## src/rtl/tc_pkg.sv

```systemverilog
// Types and helpers shared by the tensor-core operand loaders (A and B).
package tc_pkg;

    typedef enum logic [1:0] {
        StIdle,
        StIssue,
        StDrain,
        StDone
    } tc_state_e;

    // Ceiling log2; clog2(1) = 0.
    function automatic int unsigned clog2(input int unsigned value);
        int unsigned result;
        result = 0;
        for (int unsigned i = 0; i < 32; i++) begin
            if ((64'd1 << i) < 64'(value)) result = i + 1;
        end
        return result;
    endfunction

endpackage

```

## src/rtl/tc_addr_gen.sv

```systemverilog
// Row address generator: loads base/stride on clear, steps by stride on advance.
module tc_addr_gen
    import tc_pkg::*;
#(
    parameter int unsigned M       = 16,
    parameter int unsigned DW_ADDR = 32,
    localparam int unsigned CntW   = clog2(M + 1)
) (
    input  logic               clk,
    input  logic               reset,
    input  logic               clear_i,
    input  logic               advance_i,
    input  logic [DW_ADDR-1:0] base_addr_i,
    input  logic [DW_ADDR-1:0] row_stride_i,
    output logic [DW_ADDR-1:0] addr_o,
    output logic [CntW-1:0]    req_cnt_o
);

    logic [DW_ADDR-1:0] addr_d, addr_q;
    logic [DW_ADDR-1:0] stride_d, stride_q;
    logic [CntW-1:0]    cnt_d, cnt_q;

    // Address is accumulated rather than multiplied; wraps modulo 2^DW_ADDR.
    always_comb begin
        addr_d   = addr_q;
        stride_d = stride_q;
        cnt_d    = cnt_q;
        if (clear_i) begin
            addr_d   = base_addr_i;
            stride_d = row_stride_i;
            cnt_d    = '0;
        end else if (advance_i) begin
            addr_d = addr_q + stride_q;
            cnt_d  = cnt_q + CntW'(1);
        end
    end

    always_ff @(posedge clk) begin
        if (reset) begin
            addr_q   <= '0;
            stride_q <= '0;
            cnt_q    <= '0;
        end else begin
            addr_q   <= addr_d;
            stride_q <= stride_d;
            cnt_q    <= cnt_d;
        end
    end

    assign addr_o    = addr_q;
    assign req_cnt_o = cnt_q;

endmodule

```

## src/rtl/tc_aloader.sv

```systemverilog
// A-operand load sequencer: issues M row reads with bounded outstanding count and
// writes each returned row into the operand buffer one cycle after its response.
module tc_aloader
    import tc_pkg::*;
#(
    parameter int unsigned M       = 16,
    parameter int unsigned DW_MEM  = 512,
    parameter int unsigned DW_IDX  = 4,
    parameter int unsigned DW_ADDR = 32,
    parameter int unsigned MAX_OUT = 4
) (
    input  logic               clk,
    input  logic               reset,
    input  logic               start,
    input  logic [DW_ADDR-1:0] base_addr,
    input  logic [DW_ADDR-1:0] row_stride,
    output logic               busy,
    output logic               done,
    output logic               err,
    output logic               mem_req_valid,
    input  logic               mem_req_ready,
    output logic [DW_ADDR-1:0] mem_req_addr,
    input  logic               mem_resp_valid,
    input  logic [DW_MEM-1:0]  mem_resp_data,
    output logic               mem_resp_ready,
    output logic               write_en,
    output logic [DW_MEM-1:0]  A_input,
    output logic [DW_IDX-1:0]  row_in
);

    localparam int unsigned OutW = clog2(MAX_OUT + 1);
    localparam int unsigned CntW = clog2(M + 1);

    tc_state_e         state_d, state_q;
    logic [OutW-1:0]   outstanding_d, outstanding_q;
    logic [CntW-1:0]   resp_cnt_d, resp_cnt_q;
    logic              err_d, err_q;
    logic              write_en_d, write_en_q;
    logic [DW_MEM-1:0] a_input_d, a_input_q;
    logic [DW_IDX-1:0] row_in_d, row_in_q;

    logic            gen_clear, gen_advance;
    logic [CntW-1:0] req_cnt;
    logic            req_hs, resp_hs, resp_ok;

    tc_addr_gen #(
        .M       (M),
        .DW_ADDR (DW_ADDR)
    ) u_addr_gen (
        .clk          (clk),
        .reset        (reset),
        .clear_i      (gen_clear),
        .advance_i    (gen_advance),
        .base_addr_i  (base_addr),
        .row_stride_i (row_stride),
        .addr_o       (mem_req_addr),
        .req_cnt_o    (req_cnt)
    );

    assign busy           = (state_q != StIdle);
    assign done           = (state_q == StDone);
    assign err            = err_q;
    assign mem_req_valid  = (state_q == StIssue) && (outstanding_q < OutW'(MAX_OUT));
    assign mem_resp_ready = (state_q == StIssue) || (state_q == StDrain);
    assign write_en       = write_en_q;
    assign A_input        = a_input_q;
    assign row_in         = row_in_q;

    assign req_hs  = mem_req_valid & mem_req_ready;
    assign resp_hs = mem_resp_valid & mem_resp_ready;
    // A response with nothing outstanding is unmatched: flagged, never written.
    assign resp_ok = resp_hs & (outstanding_q != '0);

    always_comb begin
        state_d       = state_q;
        outstanding_d = outstanding_q;
        resp_cnt_d    = resp_cnt_q;
        err_d         = err_q;
        write_en_d    = 1'b0;
        a_input_d     = a_input_q;
        row_in_d      = row_in_q;
        gen_clear     = 1'b0;
        gen_advance   = 1'b0;

        unique case (state_q)
            StIdle: begin
                if (start) begin
                    state_d       = StIssue;
                    gen_clear     = 1'b1;
                    outstanding_d = '0;
                    resp_cnt_d    = '0;
                    err_d         = 1'b0;
                end
            end
            StIssue: begin
                if (req_hs && (req_cnt == CntW'(M - 1))) state_d = StDrain;
            end
            StDrain: begin
                if (write_en_q && (row_in_q == DW_IDX'(M - 1))) state_d = StDone;
            end
            StDone: begin
                state_d = StIdle;
            end
            default: begin
                state_d = StIdle;
            end
        endcase

        if ((state_q == StIssue) || (state_q == StDrain)) begin
            gen_advance = req_hs;
            if (req_hs && !resp_ok) begin
                outstanding_d = outstanding_q + OutW'(1);
            end else if (!req_hs && resp_ok) begin
                outstanding_d = outstanding_q - OutW'(1);
            end
            if (resp_ok) begin
                write_en_d = 1'b1;
                a_input_d  = mem_resp_data;
                row_in_d   = DW_IDX'(resp_cnt_q);
                resp_cnt_d = resp_cnt_q + CntW'(1);
            end else if (resp_hs) begin
                err_d = 1'b1;
            end
        end
    end

    always_ff @(posedge clk) begin
        if (reset) begin
            state_q       <= StIdle;
            outstanding_q <= '0;
            resp_cnt_q    <= '0;
            err_q         <= 1'b0;
            write_en_q    <= 1'b0;
            a_input_q     <= '0;
            row_in_q      <= '0;
        end else begin
            state_q       <= state_d;
            outstanding_q <= outstanding_d;
            resp_cnt_q    <= resp_cnt_d;
            err_q         <= err_d;
            write_en_q    <= write_en_d;
            a_input_q     <= a_input_d;
            row_in_q      <= row_in_d;
        end
    end

endmodule
```

## config.mk

```make
export PLATFORM = sky130hd
export DESIGN_NAME = tc_aloader
export DESIGN_NICKNAME = d
export VERILOG_FILES = /design/src/rtl/tc_pkg.sv /design/src/rtl/tc_addr_gen.sv /design/src/rtl/tc_aloader.sv
export SDC_FILE = /design/constraint.sdc
export NUM_CORES = 1
export LEC_CHECK = 0
export CAP_MARGIN = 30
export CORE_AREA = 2 2 445 447
export CTS_BUF_LIST = sky130_fd_sc_hd__clkbuf_16
export CTS_CLUSTER_DIAMETER = 150
export DETAILED_ROUTE_END_ITERATION = 8
export DIE_AREA = 0 0 447 449
export GPL_TIMING_DRIVEN = 0
export PLACE_DENSITY_LB_ADDON = 0.3
export SLEW_MARGIN = 5
export SYNTH_ARGS = -nofsm -noshare
export SYNTH_HDL_FRONTEND = slang
export SYNTH_SLANG_ARGS = --single-unit
```

## constraint.sdc

```tcl
create_clock -name clk -period 5.26 [get_ports clk]
set_input_delay 1.052 -clock clk [delete_from_list [all_inputs] [get_ports clk]]
set_output_delay 1.052 -clock clk [all_outputs]
set_load 0.05 [all_outputs]
```

==> impl_summary.txt, run 1 <==
----------------------------------------------------
[Global route]
  Antenna violations before repair ... 67
  Global-route wire length before repair ... 229,000 um
  Tot GR Track Use ... around 17%
  Via count of the first global-routing pass ... roughly 25,000
  Maximum number of pins on one net before global-route repair ... 13
  Sum of overflow across all layers after global routing ... 0

[Synthesis]
  Dominant cells by area after synthesis ... dfxtp_1, nand2_1, a21oi_1, clkbuf_1, ha_1
  Gate count of the mapped netlist ... 2,891
  Avg Synthesized Cell Area ... 7.79 um2
  Count of flip-flops with a built-in enable after synthesis ... 0
  Share of synthesized area occupied by flip-flops and latches ... approximately 53%
  Async S/R FF share, synth ... 0%
  Dominant cell by count in the synthesized netlist ... nand2_1
  Net Count, Synth ... about 3,500
  Share of the synthesized area in the top cell type ... between 50% and 60%
  YS warnings ... 0
  Leading post-synthesis cells by instance count ... nand2_1, dfxtp_1, a21oi_1
  Most common flop cell mapped by yosys ... dfxtp_1
  Post-synthesis instance area ... around 0.023 mm2
  Synthesized flop and latch total ... around 600
  Library cell with the largest summed area after synthesis ... dfxtp_1
  Yosys cell types ... 62

[Power]
  Areal power density over the cells ... 328 mW/mm2
  Pleak ... approximately 13 nW
  Peak supply drop ... roughly 0.21 mV
  Net Sw Frac ... around a third
  Sequential Power Share ... a little under two fifths
  Combinational power share ... 22.1%
  Overall power after layout ... approximately 13 mW
  Net load switching power ... around 4.4 mW
  Clk network pwr share ... around two fifths
  Internal power ... 8.89 mW

[STA]
  Number of endpoints with negative hold slack in the final report ... 0
  Final Max Tran Viols ... 0
  Endpoints failing setup ... 0
  Max Clock Freq ... about 260 MHz
  Worst clock skew on the final layout ... slightly below 0.02 ns
  Worst Tran Pin Value ... 0.947 ns
  Portion of the clock cycle consumed by the worst path in the final layout ... between 70 and 80%
  Normalized max-slew margin ... between 30% and 40%
  Setup repair after global routing missed its margin ... false
  Final critical delay including setup and external delays ... slightly below 4 ns

[Drt]
  Iteration count of the initial detailed-routing pass ... 5
  Detailed-route via count ... 25,500
  WL/cell ... 25.6 um
  Total detailed-routing wirelength ... 176,000 um
  DRT antenna net count ... 0
  Post-detailed-route via-to-cell ratio ... ~3.7
  Iteration-0 DRC count of the detailed router ... 1,652
  Residual DRC count ... 0

[Final layout]
  Util after Layout ... around a fifth
  Fraction of final layout cells sized beyond drive strength 1 ... roughly 4.3%
  Layout Nets ... 4,766
  Fillers ... 22,100
  Final std cells w/o fill ... 6,857
  Area added between synthesis and finish ... 80.4%

[Die]
  Die Footprint ... 0.201 mm2
  Number of rows created at floorplan ... between 150 and 200
  Die Wd ... between 400 and 500 um
  DIE HEIGHT ... 449 um
  Initial cell density of the core ... 11.5%
  Placeable core region ... roughly 0.2 mm2
  Top-level I/O count ... approximately 1,100

[Min path]
  Worst hold path startpoint ... A_input[501]
  Endpoint of the worst hold-timing path ... A_input[501]
  Number of cells on the worst hold path ... 2
  Worst hold path class ... reg2reg

[Flow run]
  Number of max-capacitance violations reported ... 0

[Clock tree]
  Cell chosen for the clock root ... clkbuf_16
  Source-to-sink clock delay at the later pin of the worst-skew pair ... approximately 0.7 ns
  Clock transition time at the flip-flop clock pins of the worst setup and hold paths ... ~0.05 ns
  Total of cells resized after clock tree synthesis ... 0
  TritonCTS clock tree ... built
  # clock sinks ... ~600
  Count of hold buffers inserted by post-cts repair ... 0
  Post-CTS setup repair buffer count ... 0
  H-tree depth ... 3
  TritonCTS buffer count ... 81
  Max Buffers Root-to-Sink ... 3

[Worst setup path]
  Worst reg2reg endpoint ... A_input[72]
  Data required, critical path ... ~6 ns
  Depth of the worst register-to-register path ... 10
  Category of the critical setup timing path ... reg2reg
  Arrival time at the worst endpoint ... around 4.5 ns
  Critical Path Source Type ... flip-flop
  Largest fanout on the critical path ... 10
  Element type at the critical path end ... flip-flop
  R2R Path Start ... state_q[0]
  Worst R2R Setup Slack ... 1.38 ns

[Outcome]
  Run status ... completed

[Placed design]
  Final estimated routing congestion in global placement ... 0.963
  Instance count after placement with tap cells included ... 6,699
  Detailed placer's ending HPWL ... 149,000 um
  Port buffer count ... around 1,100

----------------------------------------------------
## layer usage
metal	GRT usage (%)	up-vias	share of wire (%)	wire length, um
li1	-	12100	-	-
met1	19.2	12400	39	68800
met2	31.6	856	52	92200
met3	3.55	215	5.8	10200
met4	4.34	16	2.5	4370
met5	0	-	0.051	90
## area by class of cell
type | instances | area [um2] | share of cell area, %
inverters | 12 | 45.0 | 0.111
plain buffers | 216 | 825 | 2.03
well taps | 2640 | 3300 | 8.13
clock inverters | 65 | 529 | 1.30
repair buffers | 1168 | 12200 | 30.1
clock buffers | 81 | 2030 | 4.99
multi-input cells | 2067 | 9720 | 23.9
flip-flops and latches | 596 | 11900 | 29.4
diodes | 12 | 30.0 | 0.0739
## registers in the layout, indices dropped and copies added (netlist names)
name,cells
write_en,1
resp_cnt_q,4
u_addr_gen.req_cnt_o,5
state_q,2
row_in,4
u_addr_gen.stride_q,32
outstanding_q,3
err,1
A_input,512
u_addr_gen.addr_o,32
## logic make-up (layout without fill, tap and decap cells)
family | Yosys count | after routing | share of synthesized area (%)
xor gates and xnor gates | 26 | 26 | 1.01
other | 0 | 12 | 0
AOI/OAI and AO/OA | 712 | 712 | 17.4
buffers and inverters | 228 | 1542 | 3.82
adders and majority gates | 43 | 43 | 2.42
and+or+nand+nor | 1276 | 1276 | 21.8
DFF | 596 | 596 | 53.0
muxes | 10 | 10 | 0.478
## cell usage in the layout, fill, tap and decap left out, types with 4 or more instances in the layout
master	Yosys	final
xor2_1	8	8
a311oi_1	16	16
o21a_1	6	6
clkinv_1	0	14
nand3_1	8	8
and3_1	5	5
diode_2	0	12
dfxtp_1	596	596
a21o_1	10	10
clkdlybuf4s50_1	0	1133
clkinv_2	0	11
a2111oi_0	4	4
clkbuf_1	208	200
a211oi_1	10	10
o21ai_0	19	19
nor2_1	61	61
nand2_1	1161	1161
a31oi_1	4	4
buf_8	0	8
inv_6	0	5
o211ai_1	6	6
mux2i_1	4	4
buf_16	0	27
bufinv_16	0	5
nor3_1	11	11
xnor2_1	18	18
inv_1	12	32
a211oi_2	4	4
ha_1	42	42
a21oi_1	593	593
buf_1	5	5
nand4_1	8	8
clkbuf_16	0	81
o21ai_1	5	5
nand2b_1	4	4
clkbuf_2	0	8
## critical path: stages, from the launching register on
cell and delay (ns):
dfxtp_1 0.39, inv_1 0.11, ha_1 0.32, clkbuf_1 0.35, nand2_1 0.11, nor2_1 0.13
clkbuf_2 0.55, clkbuf_1 0.67, clkbuf_1 0.61, nand2_1 0.33, a21oi_1 0.20
## how the worst max path moves through the flow
stage	start	endpoint	slack, ns
2_1_floorplan	u_addr_gen.addr_o[0]	u_addr_gen.addr_o[20]	2.41
3_3_place_gp	mem_resp_valid	A_input[12]	-0.57
3_5_place_dp	mem_resp_valid	A_input[72]	0.81
4_1_cts	state_q[0]	A_input[72]	1.26
5_1_grt	state_q[0]	A_input[72]	1.02
6_report	state_q[0]	A_input[72]	1.38
## stage by stage
step,hold slack (ns),area (um2),worst slack [ns],setup TNS (ns)
2_1_floorplan,0.437,22500,2.41,0
3_3_place_gp,0.442,37200,-0.566,-11.66
3_5_place_dp,0.446,38000,0.808,0
4_1_cts,0.453,40600,1.26,0
5_1_grt,0.467,40600,1.02,0
6_report,0.450,40600,1.38,0
## power groups by stage
stage	combinational (mW)	sequential (mW)	clock, mW
2_1_floorplan	1.08	5.41	0
3_3_place_gp	2.92	4.99	0
3_5_place_dp	2.96	5.00	0
4_1_cts	2.98	4.90	5.68
5_1_grt	3.15	4.92	5.84
6_report	2.94	4.90	5.46
No activity file was read; power rests on OpenSTA's default activity.
==> inputs of run 2 (changes only) <==
--- a/config.mk
+++ b/config.mk
@@ -6,11 +6,11 @@
 export NUM_CORES = 1
 export LEC_CHECK = 0
 export CAP_MARGIN = 30
-export CORE_AREA = 2 2 445 447
+export CORE_AREA = 2 2 442 444
 export CTS_BUF_LIST = sky130_fd_sc_hd__clkbuf_16
 export CTS_CLUSTER_DIAMETER = 150
 export DETAILED_ROUTE_END_ITERATION = 8
-export DIE_AREA = 0 0 447 449
+export DIE_AREA = 0 0 444 446
 export GPL_TIMING_DRIVEN = 0
 export PLACE_DENSITY_LB_ADDON = 0.3
 export SLEW_MARGIN = 5
==> constraint.sdc (replaced) <==
create_clock -name clk -period 3.4 [get_ports clk]
set_input_delay 0.68 -clock clk [delete_from_list [all_inputs] [get_ports clk]]
set_output_delay 0.68 -clock clk [all_outputs]
set_load 0.05 [all_outputs]
==> run 2 against run 1 <==
First-iteration DRC count fell by 1.2%. Total power rose by 55%. Flip-flop and latch count did not move. Utilization rose by 0.21 points.
==> impl_summary.txt, run 2 (synthesis results as in run 1) <==
----------------------------------------------------
[Global route]
  Tot GR Track Use ... 16.6% (-0.27 points)
  Antenna violations before repair ... 61 (-9.0%)
  Global-route wire length before repair ... 224,000 um (-2.4%)
  Sum of overflow across all layers after global routing ... 0 (unchanged)
  Maximum number of pins on one net before global-route repair ... 12 (-1)
  Via count of the first global-routing pass ... 24,600 (-0.42%)

[Placed design]
  Instance area at placement ... 0.0378 mm2 (-0.48%)
  Port buffer count ... 1,133 (unchanged)
  Detailed placer's ending HPWL ... 146,000 um (-2.2%)
  Final estimated routing congestion in global placement ... 0.907 (-5.8%)

[Outcome]
  Run status ... completed

[Clock tree]
  TritonCTS buffer count ... 82 (+1.2%)
  Max Buffers Root-to-Sink ... 3 (unchanged)
  TritonCTS clock tree ... built
  # clock sinks ... 596 (unchanged)
  Count of hold buffers inserted by post-cts repair ... 0 (unchanged)
  Source-to-sink clock delay at the later pin of the worst-skew pair ... 0.71 ns (about the same)
  Cell chosen for the clock root ... clkbuf_16
  H-tree depth ... 3 (unchanged)
  Clock transition time at the flip-flop clock pins of the worst setup and hold paths ... 0.06 ns (about the same)

[Power]
  Overall power after layout ... 20.6 mW (+55%)
  Areal power density over the cells ... 510 mW/mm2 (+56%)
  Pleak ... 13.3 nW (+0.55%)
  Peak supply drop ... 0.356 mV (+67%)

[Final layout]
  Most frequent standard cell in the layout excluding fill and tap cells ... nand2_1
  Max FFs per register ... 512 (unchanged)
  Reg area ... 0.0119 mm2 (unchanged)
  Fraction of final layout cells sized beyond drive strength 1 ... 5.00% (+0.69 points)
  Layout Nets ... 4,762 (-0.084%)
  Most frequent cells in the layout ... nand2_1, clkdlybuf4s50_1, dfxtp_1, a21oi_1, clkbuf_1
  Final cell area excluding filler cells ... 0.0405 mm2 (-0.34%)
  Multi-input gate area in the final layout ... 0.00972 mm2 (unchanged)
  Fillers ... 21,500 (-2.5%)
  Area added between synthesis and finish ... 79.8%

[Worst setup path]
  Critical Path Source Type ... flip-flop
  R2R Path Start ... state_q[0]
  Worst reg2reg endpoint ... A_input[53]
  Element type at the critical path end ... flip-flop
  Data required, critical path ... 4.01 ns (-1.87 ns)
  Worst R2R Setup Slack ... 0.21 ns (-1.17 ns)
  Start point of the critical path ... state_q[0]
  Arrival time at the worst endpoint ... 3.79 ns (-0.70 ns)
  Largest fanout on the critical path ... 10 (unchanged)
  Category of the critical setup timing path ... reg2reg
  Worst setup endpoint ... A_input[53]
  Depth of the worst register-to-register path ... 9 (-1)

[Die]
  Die Wd ... 444 um (-0.67%)
  Placeable core region ... 0.194 mm2 (-1.3%)
  Die Footprint ... 0.198 mm2 (-1.3%)
  DIE HEIGHT ... 446 um (-0.67%)
  Number of rows created at floorplan ... 162 (-0.61%)
  Top-level I/O count ... 1,135 (unchanged)
  Initial cell density of the core ... 11.6% (+0.16 points)

[STA]
  Number of endpoints with negative hold slack in the final report ... 0 (unchanged)
  Final critical delay including setup and external delays ... 3.19 ns (-0.690 ns)
  Normalized max-slew margin ... 33.5% (-3.4 points)
  Max Clock Freq ... 314 MHz (+22%)
  Worst hold-check slack ... 0.450 ns (+0.000916 ns)
  Total negative slack for setup checks ... 0 ns (unchanged)
  Portion of the clock cycle consumed by the worst path in the final layout ... 93.7% (+20 points)
  Worst Tran Pin Value ... 0.995 ns (+0.0473 ns)
  Setup repair after global routing missed its margin ... false
  Endpoints failing setup ... 0 (unchanged)
  Worst clock skew on the final layout ... 0.0365 ns (+0.0168 ns)
  Final Max Tran Viols ... 0 (unchanged)

[Drt]
  Iteration count of the initial detailed-routing pass ... 5 (unchanged)
  Iteration-0 DRC count of the detailed router ... 1,633 (-1.2%)
  Total detailed-routing wirelength ... 172,000 um (-2.1%)
  WL/cell ... 25.4 um (-0.67%)
  DRT antenna net count ... 0 (unchanged)
  Detailed-route via count ... 25,400 (-0.63%)
  Post-detailed-route via-to-cell ratio ... 3.75 (+0.84%)
  Residual DRC count ... 0 (unchanged)

[Min path]
  Worst hold path class ... reg2reg

[Flow run]
  Number of max-capacitance violations reported ... 0 (unchanged)

----------------------------------------------------
run 2: worst min-delay path by stage:
stage | start | to | slack (ns) | cells after the start
after floorplan | resp_cnt_q[3] | resp_cnt_q[3] | 0.44 | 1
after global placement | A_input[260] | A_input[260] | 0.44 | 2
after detailed placement | A_input[78] | A_input[78] | 0.45 | 2
after CTS | mem_resp_data[26] | A_input[26] | 0.43 | 3
after global routing | mem_resp_data[45] | A_input[45] | 0.46 | 3
final | A_input[400] | A_input[400] | 0.45 | 2
run 2: what timing repair did:
item                                    4_1_cts  5_1_grt
resized for setup                            24       34
endpoints found under the hold margin         0        0
cloned                                        0        0
pin swaps                                     0        0
setup buffers                                 0        0
endpoints found under the setup margin      500      177
run 2: cell type report:
cell class              instances  area share, %
clock inverters                66           1.23
clock buffers                  82           5.07
repair buffers               1164           30.0
flip-flops and latches        596           29.5
inverters                      12          0.111
well taps                    2542           7.86
multi-input cells            2067           24.0
plain buffers                 215           2.16
diodes                         13         0.0804
run 2: worst max-delay path, stage by stage, from the launching register on:
cell and delay [ns]:
dfxtp_1 0.39, inv_1 0.10, ha_1 0.36, clkbuf_1 0.25, nand2_1 0.13, or2_2 0.49, clkbuf_2 0.43, clkbuf_1 0.62
nand2_1 0.11, a21oi_1 0.17
run 2: power breakdown:
part           total [mW]  switching (mW)  internal (mW)
sequential           7.58           0.289           7.29
clock                8.52            3.67           4.85
combinational        4.54            2.84           1.70
total                20.6            6.81           13.8
run 2: metal layers:
layer	GRT usage, %	vias up	wire length [um]
met4	5.46	12	6110
met2	29.8	901	87300
met1	19.5	12200	68300
met5	0	-	77
met3	3.55	243	10100
li1	-	12000	-
run 2: per-stage QoR:
step	worst slack, ns	utilization (%)	instances
2_1_floorplan	0.554	-	2891
3_3_place_gp	-1.56	19.1	6566
3_5_place_dp	-0.664	19.5	6597
4_1_cts	0.0294	20.9	6745
5_1_grt	0.00531	20.9	6749
6_report	0.213	20.9	6757
==> inputs of run 3 (changes only) <==
--- a/config.mk
+++ b/config.mk
@@ -12,7 +12,7 @@
 export DETAILED_ROUTE_END_ITERATION = 8
 export DIE_AREA = 0 0 444 446
 export GPL_TIMING_DRIVEN = 0
-export PLACE_DENSITY_LB_ADDON = 0.3
+export PLACE_DENSITY_LB_ADDON = 0.12
 export SLEW_MARGIN = 5
 export SYNTH_ARGS = -nofsm -noshare
 export SYNTH_HDL_FRONTEND = slang
==> run 3 against run 2 <==
Critical path depth increased by 1. Combinational power about the same. Clock power about the same. Sequential power about the same. Cell area decreased by 1.4%. Clock-buffer cell count increased by 4. Critical endpoint is now u_addr_gen.addr_o[28]. Largest power group unchanged. Highest routed layer unchanged.
==> impl_summary.txt, run 3 (synthesis results as in run 1) <==
----------------------------------------------------
[Outcome]
  Run status ... completed

[STA]
  Worst hold-check slack ... 0.450 ns (-0.000938 ns)
  Normalized max-slew margin ... 33.8% (+0.32 points)
  Worst Tran Pin Value ... 0.993 ns (-0.00173 ns)
  Final worst-path setup slack ... 0.273 ns (+0.0602 ns)
  Portion of the clock cycle consumed by the worst path in the final layout ... 92.0% (-1.8 points)
  Setup repair after global routing missed its margin ... false
  Endpoints failing setup ... 0 (unchanged)
  Number of endpoints with negative hold slack in the final report ... 0 (unchanged)
  Final Max Tran Viols ... 0 (unchanged)
  Max Clock Freq ... 320 MHz (+1.9%)
  Final critical delay including setup and external delays ... 3.13 ns (-0.0602 ns)
  Worst clock skew on the final layout ... 0.0242 ns (-0.0122 ns)

[Clock tree]
  TritonCTS clock tree ... built
  Clock transition time at the flip-flop clock pins of the worst setup and hold paths ... 0.06 ns (about the same)
  # clock sinks ... 596 (unchanged)
  H-tree depth ... 3 (unchanged)
  Source-to-sink clock delay at the later pin of the worst-skew pair ... 0.72 ns (about the same)
  Post-CTS setup repair buffer count ... 0 (unchanged)
  TritonCTS buffer count ... 85 (+3.7%)
  Max Buffers Root-to-Sink ... 3 (unchanged)
  Cell chosen for the clock root ... clkbuf_16

[Final layout]
  Max FFs per register ... 512 (unchanged)
  Layout Nets ... 4,748 (-0.29%)
  Area added between synthesis and finish ... 77.4%
  Most frequent cells in the layout ... nand2_1, clkdlybuf4s50_1, dfxtp_1, a21oi_1, clkbuf_1
  Most frequent standard cell in the layout excluding fill and tap cells ... nand2_1
  Fraction of final layout cells sized beyond drive strength 1 ... 4.23% (-0.77 points)
  Final std cells w/o fill ... 6,741 (-0.24%)

[Worst setup path]
  Data required, critical path ... 4.00 ns (about the same)
  Arrival time at the worst endpoint ... 3.73 ns (-0.06 ns)
  Category of the critical setup timing path ... reg2reg
  Largest fanout on the critical path ... 4 (-6)
  Element type at the critical path end ... flip-flop
  Critical Path Source Type ... flip-flop

[Placed design]
  Worst-case setup slack after placement ... -0.680 ns (-0.0166 ns)
  Detailed placer's ending HPWL ... 137,000 um (-6.1%)
  Port buffer count ... 1,133 (unchanged)
  Final estimated routing congestion in global placement ... 0.845 (-6.8%)
  Instance count after placement with tap cells included ... 6,578 (-0.29%)

[Die]
  Number of rows created at floorplan ... 162 (unchanged)
  DIE HEIGHT ... 446 um (unchanged)
  Die Wd ... 444 um (unchanged)
  Placeable core region ... 0.194 mm2 (unchanged)
  Die Footprint ... 0.198 mm2 (unchanged)
  Initial cell density of the core ... 11.6% (unchanged)
  Top-level I/O count ... 1,135 (unchanged)

[Drt]
  Post-detailed-route via-to-cell ratio ... 3.69 (-1.6%)
  Iteration count of the initial detailed-routing pass ... 5 (unchanged)
  Detailed-route via count ... 24,900 (-1.9%)
  Residual DRC count ... 0 (unchanged)
  Total detailed-routing wirelength ... 167,000 um (-2.9%)
  Iteration-0 DRC count of the detailed router ... 1,338 (-18%)
  DRT antenna net count ... 0 (unchanged)
  WL/cell ... 24.7 um (-2.7%)

[Power]
  Pleak ... 13.1 nW (-1.7%)
  Peak supply drop ... 0.297 mV (-16%)
  Areal power density over the cells ... 517 mW/mm2 (+1.3%)

[Global route]
  Via count of the first global-routing pass ... 24,400 (-0.60%)
  Global-route wire length before repair ... 219,000 um (-2.0%)
  Sum of overflow across all layers after global routing ... 0 (unchanged)
  Tot GR Track Use ... 16.1% (-0.50 points)
  Maximum number of pins on one net before global-route repair ... 13 (+1)
  Antenna violations before repair ... 47 (-23%)

[Min path]
  Worst hold path class ... reg2reg

[Flow run]
  Number of max-capacitance violations reported ... 0 (unchanged)

----------------------------------------------------
==> run 3: through the flow <==
| step | utilization [%] | power (mW) | setup TNS (ns) | instance area (um2) |
|---|---|---|---|---|
| 6_report | 20.6 | 20.6 | 0 | 39900 |
| 5_1_grt | 20.6 | 21.6 | 0 | 39900 |
| 4_1_cts | 20.6 | 21.1 | 0 | 39900 |
| 3_5_place_dp | 19.3 | 12.3 | -106.21 | 37300 |
| 3_3_place_gp | 19.1 | 12.3 | -505.22 | 37000 |
| 2_1_floorplan | - | 10.0 | 0 | 22500 |
==> run 3: path summary, 6_finish.rpt <==
check                                     startpoint                     to  slack (ns)  cells past startpoint
worst max register to register  u_addr_gen.addr_o[0]  u_addr_gen.addr_o[28]        0.27                     10
worst min register to register           A_input[63]            A_input[63]        0.45                      2
worst min-delay path                     A_input[63]            A_input[63]        0.45                      2
worst max-delay path            u_addr_gen.addr_o[0]  u_addr_gen.addr_o[28]        0.27                     10
==> run 3: critical path, stage by stage, from the launching register on <==
cell and delay, ns:
dfxtp_1 0.33, ha_1 0.28, fa_1 0.43, a21o_2 0.26, a31oi_1 0.30, o31a_1 0.25, nand2_1 0.14, a21o_1 0.27
o31ai_1 0.41, xor2_1 0.13, o32ai_1 0.23
==> run 3: layer usage <==
| metal | routed length, um | track usage (%) | up-vias |
|---|---|---|---|
| met2 | 85700 | 29.1 | 691 |
| met3 | 9940 | 4.05 | 191 |
| met4 | 3440 | 4.22 | 34 |
| met1 | 67500 | 18.9 | 12000 |
| li1 | - | - | 12000 |
| met5 | 207 | 0 | - |
==> run 3: final cells by class <==
class	count	area, um2
clock inverter	62	390
sequential	596	11900
tap	2542	3180
buffer	216	865
clock buffer	86	2150
multi-input combinational	2067	9720
antenna	14	35.0
inverter	12	45.0
timing repair buffer	1146	11600
fill	21700	154000
==> run 3: power by group <==
part	internal, mW	total [mW]	switching, mW
registers	7.29	7.55	0.258
clock network	4.73	8.53	3.81
logic	1.68	4.53	2.85
==> run 3: what timing repair did <==
item / CTS / global route
hold buffers: 0 / 0
resized for setup: 22 / 17
endpoints found under the setup margin: 501 / 246
